## config.mk

```make
export PLATFORM = sky130hd
export DESIGN_NAME = sparse_feed_ctrl_flat
export DESIGN_NICKNAME = d
export VERILOG_FILES = /design/src/rtl/sparse_pkg.sv /design/src/rtl/sparse_feed_ctrl_if.sv /design/src/rtl/sparse_lane_buf.sv /design/src/rtl/sparse_feed_ctrl.sv /design/src/flat_wrapper.sv
export SDC_FILE = /design/constraint.sdc
export NUM_CORES = 2
export LEC_CHECK = 0
export BUFFER_PORTS_ARGS = -buffer_cell sky130_fd_sc_hd__buf_2
export CAP_MARGIN = 30
export CORE_MARGIN = 5
export CORE_UTILIZATION = 40
export CTS_CLUSTER_SIZE = 16
export DETAILED_ROUTE_END_ITERATION = 16
export GPL_TIMING_DRIVEN = 0
export PLACE_DENSITY = 0.57
export SYNTH_ARGS = -nofsm -noshare
export SYNTH_HDL_FRONTEND = slang
export SYNTH_SLANG_ARGS = --single-unit
```

## constraint.sdc

```tcl
create_clock -name clk -period 9.3 [get_ports clk]
set_input_delay 1.86 -clock clk [delete_from_list [all_inputs] [get_ports clk]]
set_output_delay 1.86 -clock clk [all_outputs]
set_load 0.01 [all_outputs]
```

## src/rtl/sparse_pkg.sv

```systemverilog
// Shared types and timing constants for the sparse systolic feed controller.
// Build option: define SPARSE_FEED_SKEW_EN to skew lane k by k cycles (diagonal wavefront).
package sparse_pkg;

  typedef enum logic [1:0] {
    S_IDLE   = 2'd0,
    S_LOAD   = 2'd1,
    S_STREAM = 2'd2,
    S_DRAIN  = 2'd3
  } state_t;

  localparam int DEF_DATA_WIDTH = 8;
  localparam int DEF_INDEX_SIZE = 3;
  localparam int DEF_N          = 8;
  localparam int DEF_MAX_NNZ    = 8;

  typedef struct packed {
    logic [DEF_INDEX_SIZE-1:0] index;
    logic [DEF_DATA_WIDTH-1:0] data;
  } lane_entry_t;

  function automatic int skew_f(input int k);
`ifdef SPARSE_FEED_SKEW_EN
    return k;
`else
    return 0;
`endif
  endfunction

  // With skew, the last lane needs N-1 extra cycles to drain its buffer.
  function automatic int stream_len_f(input int max_nnz, input int n);
`ifdef SPARSE_FEED_SKEW_EN
    return max_nnz + n - 1;
`else
    return max_nnz;
`endif
  endfunction

  function automatic int drain_len_f(input int n);
    return 2 * n;
  endfunction

  localparam int STREAM_LEN = stream_len_f(DEF_MAX_NNZ, DEF_N);
  localparam int DRAIN_LEN  = drain_len_f(DEF_N);

endpackage

```

## src/rtl/sparse_feed_ctrl_if.sv

```systemverilog
// Load handshake and array-edge feed bundle for sparse_feed_ctrl.
interface sparse_feed_ctrl_if #(
  parameter int DATA_WIDTH = 8,
  parameter int INDEX_SIZE = 3,
  parameter int N          = 8
);
  logic                         start;
  logic                         ld_valid;
  logic                         ld_ready;
  logic                         ld_side;
  logic [$clog2(N)-1:0]         ld_lane;
  logic [DATA_WIDTH-1:0]        ld_data;
  logic [INDEX_SIZE-1:0]        ld_index;
  logic [N*DATA_WIDTH-1:0]      up_data;
  logic [N*INDEX_SIZE-1:0]      up_index;
  logic [N*DATA_WIDTH-1:0]      left_data;
  logic [N*INDEX_SIZE-1:0]      left_index;
  logic                         busy;
  logic                         done;
  logic                         ld_err;

  modport master (
    output start, ld_valid, ld_side, ld_lane, ld_data, ld_index,
    input  ld_ready, up_data, up_index, left_data, left_index, busy, done, ld_err
  );

  modport slave (
    input  start, ld_valid, ld_side, ld_lane, ld_data, ld_index,
    output ld_ready, up_data, up_index, left_data, left_index, busy, done, ld_err
  );
endinterface

```

## src/rtl/sparse_lane_buf.sv

```systemverilog
// One lane's sparse entry buffer: ordered append with legality check and a read mux for entry e.
module sparse_lane_buf #(
  parameter int DATA_WIDTH = 8,
  parameter int INDEX_SIZE = 3,
  parameter int MAX_NNZ    = 8,
  parameter int E_W        = 4
) (
  input  logic                  clk,
  input  logic                  rst_n,
  input  logic                  i_clr,
  input  logic                  i_wr,
  input  logic [DATA_WIDTH-1:0] i_data,
  input  logic [INDEX_SIZE-1:0] i_index,
  input  logic                  i_ev,
  input  logic [E_W-1:0]        i_e,
  output logic                  o_ok,
  output logic [DATA_WIDTH-1:0] o_data,
  output logic [INDEX_SIZE-1:0] o_index
);
  localparam int L_W = $clog2(MAX_NNZ + 1);

  logic [L_W-1:0]        r_len;
  logic [INDEX_SIZE-1:0] r_last;
  logic [DATA_WIDTH-1:0] r_dat [MAX_NNZ];
  logic [INDEX_SIZE-1:0] r_idx [MAX_NNZ];
  logic                  w_push;

  // Indices strictly increase within a lane; zero data is reserved as the PE end marker.
  assign o_ok = (r_len != L_W'(MAX_NNZ)) && (i_data != '0) &&
                ((r_len == '0) || (i_index > r_last));
  assign w_push = i_wr & o_ok & ~i_clr;

  always_ff @(posedge clk or negedge rst_n) begin
    if (!rst_n)      r_len <= '0;
    else if (i_clr)  r_len <= '0;
    else if (w_push) r_len <= r_len + 1'b1;
  end

  always_ff @(posedge clk) begin
    if (w_push) begin
      r_last <= i_index;
      for (int i = 0; i < MAX_NNZ; i++) begin
        if (r_len == L_W'(i)) begin
          r_dat[i] <= i_data;
          r_idx[i] <= i_index;
        end
      end
    end
  end

  always_comb begin
    o_data  = '0;
    o_index = '0;
    for (int i = 0; i < MAX_NNZ; i++) begin
      if (i_ev && (i_e == E_W'(i)) && (r_len > L_W'(i))) begin
        o_data  = r_dat[i];
        o_index = r_idx[i];
      end
    end
  end
endmodule

```

## src/rtl/sparse_feed_ctrl.sv

```systemverilog
// Sparse operand feeder for an N x N systolic array: load 2N lane buffers, then stream them.
// Build option: SPARSE_FEED_SKEW_EN delays lane k by k cycles inside the block.
module sparse_feed_ctrl
  import sparse_pkg::*;
#(
  parameter int DATA_WIDTH = 8,
  parameter int INDEX_SIZE = 3,
  parameter int N          = 8,
  parameter int MAX_NNZ    = 8
) (
  input  logic              clk,
  input  logic              rst_n,
  sparse_feed_ctrl_if.slave bus
);
  localparam int SLEN   = stream_len_f(MAX_NNZ, N);
  localparam int DLEN   = drain_len_f(N);
  localparam int T_W    = $clog2(SLEN + 1);
  localparam int D_W    = $clog2(DLEN);
  localparam int LANE_W = $clog2(N);

  state_t         r_state;
  logic [T_W-1:0] r_t;
  logic [D_W-1:0] r_d;
  logic           r_ld_ready;
  logic           r_busy;
  logic           r_done;
  logic           r_ld_err;

  logic                 w_acc;
  logic                 w_bad;
  logic                 w_clr;
  logic                 w_stream;
  logic [2*N-1:0]       w_hit;
  logic [2*N-1:0]       w_ok;
  logic [2*N-1:0][DATA_WIDTH-1:0] w_rd_dat;
  logic [2*N-1:0][INDEX_SIZE-1:0] w_rd_idx;
  logic [2*N-1:0][DATA_WIDTH-1:0] r_feed_dat_p1;
  logic [2*N-1:0][INDEX_SIZE-1:0] r_feed_idx_p1;

  assign w_acc    = bus.ld_valid & r_ld_ready;
  assign w_bad    = w_acc & ~(|(w_hit & w_ok));
  assign w_clr    = (r_state == S_IDLE);
  assign w_stream = (r_state == S_STREAM);

  // Lanes 0..N-1 feed the top edge, N..2N-1 the left edge.
  for (genvar g = 0; g < 2 * N; g++) begin : g_lane
    localparam bit SIDE = (g >= N);
    localparam int K    = g % N;
    localparam int SK   = skew_f(K);

    logic           w_ev;
    logic [T_W-1:0] w_e;

    if (SK == 0) begin : g_noskew
      assign w_ev = w_stream;
    end else begin : g_skew
      assign w_ev = w_stream && (r_t >= T_W'(SK));
    end
    assign w_e      = r_t - T_W'(SK);
    assign w_hit[g] = (bus.ld_side == SIDE) && (bus.ld_lane == LANE_W'(K));

    sparse_lane_buf #(
      .DATA_WIDTH (DATA_WIDTH),
      .INDEX_SIZE (INDEX_SIZE),
      .MAX_NNZ    (MAX_NNZ),
      .E_W        (T_W)
    ) u_buf (
      .clk     (clk),
      .rst_n   (rst_n),
      .i_clr   (w_clr),
      .i_wr    (w_acc & w_hit[g]),
      .i_data  (bus.ld_data),
      .i_index (bus.ld_index),
      .i_ev    (w_ev),
      .i_e     (w_e),
      .o_ok    (w_ok[g]),
      .o_data  (w_rd_dat[g]),
      .o_index (w_rd_idx[g])
    );
  end

  always_ff @(posedge clk or negedge rst_n) begin
    if (!rst_n) begin
      r_state    <= S_IDLE;
      r_t        <= '0;
      r_d        <= '0;
      r_ld_ready <= 1'b0;
      r_busy     <= 1'b0;
      r_done     <= 1'b0;
      r_ld_err   <= 1'b0;
    end else begin
      r_done <= 1'b0;
      case (r_state)
        S_IDLE: begin
          r_state    <= S_LOAD;
          r_ld_ready <= 1'b1;
          r_ld_err   <= 1'b0;
        end
        S_LOAD: begin
          if (w_bad) r_ld_err <= 1'b1;
          if (bus.start) begin
            r_state    <= S_STREAM;
            r_t        <= '0;
            r_ld_ready <= 1'b0;
            r_busy     <= 1'b1;
          end
        end
        S_STREAM: begin
          if (r_t == T_W'(SLEN - 1)) begin
            r_state <= S_DRAIN;
            r_d     <= '0;
          end else begin
            r_t <= r_t + 1'b1;
          end
        end
        S_DRAIN: begin
          if (r_d == D_W'(DLEN - 1)) begin
            r_state <= S_IDLE;
            r_busy  <= 1'b0;
          end else begin
            r_d <= r_d + 1'b1;
            // done is registered, so raise it one count early to land on the last drain cycle.
            if (r_d == D_W'(DLEN - 2)) r_done <= 1'b1;
          end
        end
        default: r_state <= S_IDLE;
      endcase
    end
  end

  // ---- feed register stage (p1): state/counter to edge outputs ----
  always_ff @(posedge clk or negedge rst_n) begin
    if (!rst_n) begin
      r_feed_dat_p1 <= '0;
      r_feed_idx_p1 <= '0;
    end else begin
      r_feed_dat_p1 <= w_rd_dat;
      r_feed_idx_p1 <= w_rd_idx;
    end
  end

  assign bus.up_data    = r_feed_dat_p1[N-1:0];
  assign bus.up_index   = r_feed_idx_p1[N-1:0];
  assign bus.left_data  = r_feed_dat_p1[2*N-1:N];
  assign bus.left_index = r_feed_idx_p1[2*N-1:N];
  assign bus.ld_ready   = r_ld_ready;
  assign bus.busy       = r_busy;
  assign bus.done       = r_done;
  assign bus.ld_err     = r_ld_err;
endmodule
```

## src/flat_wrapper.sv

```systemverilog
// flat-port wrapper written by rule: the top's interface ports become plain ports
module sparse_feed_ctrl_flat import sparse_pkg::*;
#(
  parameter int DATA_WIDTH = 8,
  parameter int INDEX_SIZE = 3,
  parameter int N          = 8,
  parameter int MAX_NNZ    = 8
)
  (clk, rst_n, bus_start, bus_ld_valid, bus_ld_side, bus_ld_lane, bus_ld_data, bus_ld_index, bus_ld_ready, bus_up_data, bus_up_index, bus_left_data, bus_left_index, bus_busy, bus_done, bus_ld_err);
  sparse_feed_ctrl_if #(.DATA_WIDTH(DATA_WIDTH), .INDEX_SIZE(INDEX_SIZE), .N(N)) bus_i ();
  input  logic clk;
  input  logic rst_n;
  input wire logic [$bits(bus_i.start)-1:0] bus_start;
  input wire logic [$bits(bus_i.ld_valid)-1:0] bus_ld_valid;
  input wire logic [$bits(bus_i.ld_side)-1:0] bus_ld_side;
  input wire logic [$bits(bus_i.ld_lane)-1:0] bus_ld_lane;
  input wire logic [$bits(bus_i.ld_data)-1:0] bus_ld_data;
  input wire logic [$bits(bus_i.ld_index)-1:0] bus_ld_index;
  output wire logic [$bits(bus_i.ld_ready)-1:0] bus_ld_ready;
  output wire logic [$bits(bus_i.up_data)-1:0] bus_up_data;
  output wire logic [$bits(bus_i.up_index)-1:0] bus_up_index;
  output wire logic [$bits(bus_i.left_data)-1:0] bus_left_data;
  output wire logic [$bits(bus_i.left_index)-1:0] bus_left_index;
  output wire logic [$bits(bus_i.busy)-1:0] bus_busy;
  output wire logic [$bits(bus_i.done)-1:0] bus_done;
  output wire logic [$bits(bus_i.ld_err)-1:0] bus_ld_err;
  assign bus_i.start = bus_start;
  assign bus_i.ld_valid = bus_ld_valid;
  assign bus_i.ld_side = bus_ld_side;
  assign bus_i.ld_lane = bus_ld_lane;
  assign bus_i.ld_data = bus_ld_data;
  assign bus_i.ld_index = bus_ld_index;
  assign bus_ld_ready = bus_i.ld_ready;
  assign bus_up_data = bus_i.up_data;
  assign bus_up_index = bus_i.up_index;
  assign bus_left_data = bus_i.left_data;
  assign bus_left_index = bus_i.left_index;
  assign bus_busy = bus_i.busy;
  assign bus_done = bus_i.done;
  assign bus_ld_err = bus_i.ld_err;
  sparse_feed_ctrl #(.DATA_WIDTH(DATA_WIDTH), .INDEX_SIZE(INDEX_SIZE), .N(N), .MAX_NNZ(MAX_NNZ)) u_core (.clk(clk), .rst_n(rst_n), .bus(bus_i));
endmodule
```

==> flow_results.org <==
** Clock network
- Once the clock tree was built, the resizer swapped 0 gates to a different size.
- Buffers added to address setup during post-CTS repair amount to 0.
- TritonCTS built the clock tree.
- In this run the deepest clock path goes through 3 buffers.
- Counting every sink on the clock net gives 1710.
- In this run the number of H-tree levels came out at 4.
- Hold-fix buffers, CTS :: 0
- After clock tree synthesis, the clock-pin slew on the worst setup and hold paths is 0.06 ns.
- TritonCTS created 180 clock buffers.
- Clock Root Buffer :: clkbuf_16
- Clock latency on the worst-skew pair, taken at its later pin, is 0.82 ns.

** Detailed routing
- Detailed routing inserted a total of 41030 vias.
- Using the TritonRoute via totals, the vias-per-cell ratio works out to 5.593.
- For this run, design rule violations remaining after detail routing come to 0.
- After detailed routing, the total wire length is 179600 um.
- First-pass iteration count of the detailed router :: 5
- Number of violations reported at the end of detailed-routing iteration 0 :: 3955
- Antenna viol nets, final :: 0
- In the final routed layout, each cell accounts on average for 24.48 um.

** Placement
- Gp weighted congestion :: 0.8262
- Summed over all nets, the half-perimeter wirelength after detailed placement is 114800 um.
- Number of instances in the placed design :: 6994
- Buffers placed on the I/O ports in this run total 197.

** Logic synthesis
- Yosys printed 0 warnings.
- Synth top area cells :: edfxtp_1 (64%), dfrtp_1 (9.3%), mux2i_1 (2.7%), ha_1 (2.2%), a221oi_1 (2.2%)
- The number of different library cells used by synthesis comes to 72.
- Number of nets produced by synthesis :: 4656
- After synthesis the netlist holds a flip-flop and latch count of 1710.
- Among all flip-flop cells after synthesis, the most frequent one is edfxtp_1.
- Counting flops with a built-in enable in the synthesized netlist gives 1456.
- Synth Cell Area :: 0.06828 mm2
- Post-Syn Instances :: 4515
- Summed over all instances, the cell type with the most area after synthesis is edfxtp_1.
- Of all flip-flops after synthesis, the portion carrying an async set or reset was 0.1485.
- Of the synthesized area, sequential elements account for 0.7334.
- Average cell area after synthesis :: 15.12 um2
- The share of synthesized area in the top cell type comes to 0.6403.

** Floorplan
- Row generation in the floorplan step produced 151 rows.
- The die covers 0.1791 mm2.
- Top-level port count :: 199
- For this configuration, the core starts out at a cell density of 0.4025.
- Horizontal extent of the die :: 423.2 um
- Measured along the y axis, the die boundary spans 423.2 um.
- Core area :: 0.1697 mm2

** Critical path
- Crit Reg-Reg Endpoint :: u_core.bus.left_index[8]
- Critical R2R Launch :: u_core.r_state[0]
- Critical Path RT :: 9.73 ns
- Across all register-to-register paths, the minimum setup slack is 5.37 ns.
- At the worst endpoint, the arrival time is 6.27 ns.
- WS Path Type :: primary input to flop
- Path depth of the worst reg2reg path :: 11
- In this run the worst path has a maximum fanout of 81.
- CP Capture Type :: flop
- STA classifies the critical path startpoint as a primary input.

** Power
- Across the VDD grid, the largest voltage drop is 0.0002006 V.
- Power per unit of standard cell area :: 213.5 mW/mm2
- For this design the static power due to leakage is 28.99 nW.

** Min path
- Start point of the worst min-delay path :: u_core.g_lane[7].u_buf.r_dat[1][25]
- The path class of the tightest hold or removal check is flop to flop.
- The worst hold path was traced through 2 stages.
- Worst-case hold path end point :: u_core.bus.up_data[57]

** Layout
- The finished layout holds 7336 standard cells, fillers aside.
- Most frequent cells in the layout :: edfxtp_1 (1456), nor2_1 (335), dfrtp_1 (254)
- Most common cell after layout, fill and taps aside :: edfxtp_1
- Of the cells placed in the final design, the portion with a size suffix greater than 1 is 0.1299.
- The layout has 14750 filler cells.
- From synthesis to final layout, the design area changed by 16.05%.
- Number of nets at the end of the flow :: 5101

** Status
- The flow ran to the end, and the final reports show no timing, DRC or antenna violations.

** GRT
- The first global-routing pass estimated 268200 um of wire.
- For this run, the total global-route usage over all layers was measured as 0.1968.
- Entering global routing, the biggest net connects 97 pins.
- Total gr overflow :: 0
- The number of antenna violations at the first check in global routing was 9.
- The via count of the first global-routing pass came to 41760.

** Timing
- Max-slew headroom :: 0.3074
- Period utilisation layout :: 0.6280
- Fmax :: 171.2 MHz
- Between clock sinks in the finished design, the worst skew comes to 0.03751 ns.
- The worst path in the final design needs a cycle of 5.841 ns, including I/O delays and setup.
- Setup repair after global routing left no endpoint under its margin.
- Setup Total Neg Slack :: 0 ns
- Setup violations remaining at the end of the flow were counted as 0.
- At the pin with the least slew margin, the transition time is 1.033 ns.
- Number of failing hold endpoints at the final stage :: 0
- Slew Limit Fails :: 0

** Run
- Total of max-cap violations :: 0
## worst max path at each step
stage	cells after the start	endpoint	start
3_3_place_gp	10	u_core.g_lane[3].u_buf.r_dat[1][0]	bus_ld_index[0]
6_report	12	u_core.g_lane[14].u_buf.r_dat[1][19]	bus_ld_index[0]
4_1_cts	12	u_core.g_lane[14].u_buf.r_dat[1][19]	bus_ld_index[0]
2_1_floorplan	7	u_core.g_lane[9].u_buf.r_dat[0][16]	bus_ld_index[0]
3_5_place_dp	12	u_core.g_lane[14].u_buf.r_dat[1][23]	bus_ld_index[0]
5_1_grt	12	u_core.g_lane[14].u_buf.r_dat[1][24]	bus_ld_index[0]
## power breakdown
group | switching (mW) | total [mW] | internal (mW)
logic | 0.906 | 1.24 | 0.336
registers | 0.0841 | 8.51 | 8.43
clock network | 3.02 | 7.16 | 4.15
## logic make-up (layout without fill, tap and decap cells)
| kind of cell | after synthesis | in the layout | share of synthesized area |
|---|---|---|---|
| adder cells (fa/ha/maj) | 122 | 122 | 0.02236 |
| multiplexers | 183 | 183 | 0.02685 |
| AND/OR/NAND/NOR | 809 | 809 | 0.05644 |
| XOR/XNOR | 40 | 40 | 0.005131 |
| flip-flops | 1710 | 1710 | 0.7334 |
| buffers and inverters | 393 | 990 | 0.02325 |
| other | 0 | 6 | 0 |
| AO/OA/AOI/OAI | 1258 | 1258 | 0.1326 |
## cells in the mapped netlist, drive strengths merged, types with 19 or more instances
library cell  instances
and3                 39
clkbuf              193
o211ai              145
nor2                338
nor3b                19
o221ai              146
ha                  122
a21o                 40
o21ai               208
inv                 129
xnor2                37
nand3                51
and2                 54
a21oi               224
nor4                 21
buf                  71
nor3                 68
nand2               120
edfxtp             1456
dfrtp               254
a22o                167
nand2b               23
nor2b                28
o22ai                46
mux2i               182
a221oi              179
## registers in the layout, indices dropped and copies added (netlist names)
name,count
u_core.bus.busy,1
u_core.g_lane.u_buf.r_len,64
u_core.bus.left_data,64
u_core.g_lane.u_buf.r_dat,1024
u_core.bus.ld_err,1
u_core.g_lane.u_buf.r_last,48
u_core.bus.left_index,24
u_core.r_state,2
u_core.bus.up_data,64
u_core.g_lane.u_buf.r_idx,384
u_core.bus.ld_ready,1
u_core.bus.done,1
u_core.r_d,4
u_core.bus.up_index,24
u_core.r_t,4
## area by class of cell
type                    instances  area (um2)  area share
inverters                     129       484.2    0.006111
diodes                          6       15.01   0.0001895
multi-input cells            2412       16810      0.2121
clock buffers                 253        5086     0.06419
repair buffers                263        2023     0.02553
flip-flops and latches       1710       50080      0.6320
plain buffers                 264        1107     0.01397
clock inverters                81       860.8     0.01086
well taps                    2218        2775     0.03502
## routing by layer
layer	global-route usage	share of wire	vias up
li1	-	-	18720
met1	0.2685	0.44	20870
met2	0.3228	0.48	1159
met3	0.03014	0.052	285
met4	0.06920	0.032	0
met5	0	0	-
## stage by stage
| step | util | instance area, um2 | setup slack (ns) | power [mW] | hold WS (ns) |
|---|---|---|---|---|---|
| final | 0.4670 | 79240 | 3.459 | 16.91 | 0.4873 |
| after detailed placement | 0.4318 | 73260 | 2.563 | 9.907 | 0.4616 |
| after floorplan | - | 68280 | 4.290 | 9.206 | 0.4414 |
| after CTS | 0.4669 | 79210 | 3.451 | 17.08 | 0.4855 |
| after global placement | 0.4246 | 72040 | -1.596 | 9.830 | 0.4801 |
| after global routing | 0.4670 | 79230 | 3.237 | 17.49 | 0.5010 |
## worst max-delay path, stage by stage
cell and delay (ns):
buf_6 0.46, buf_16 0.39, inv_1 0.44, buf_16 0.29, ha_1 0.30, nand3_1 0.06
o21ai_0 0.08, a2bb2oi_1 0.17, nor3_1 0.68, nand2_1 0.34, nor3b_1 0.39, and3_1 0.63
(Power assumes the default switching activity.)
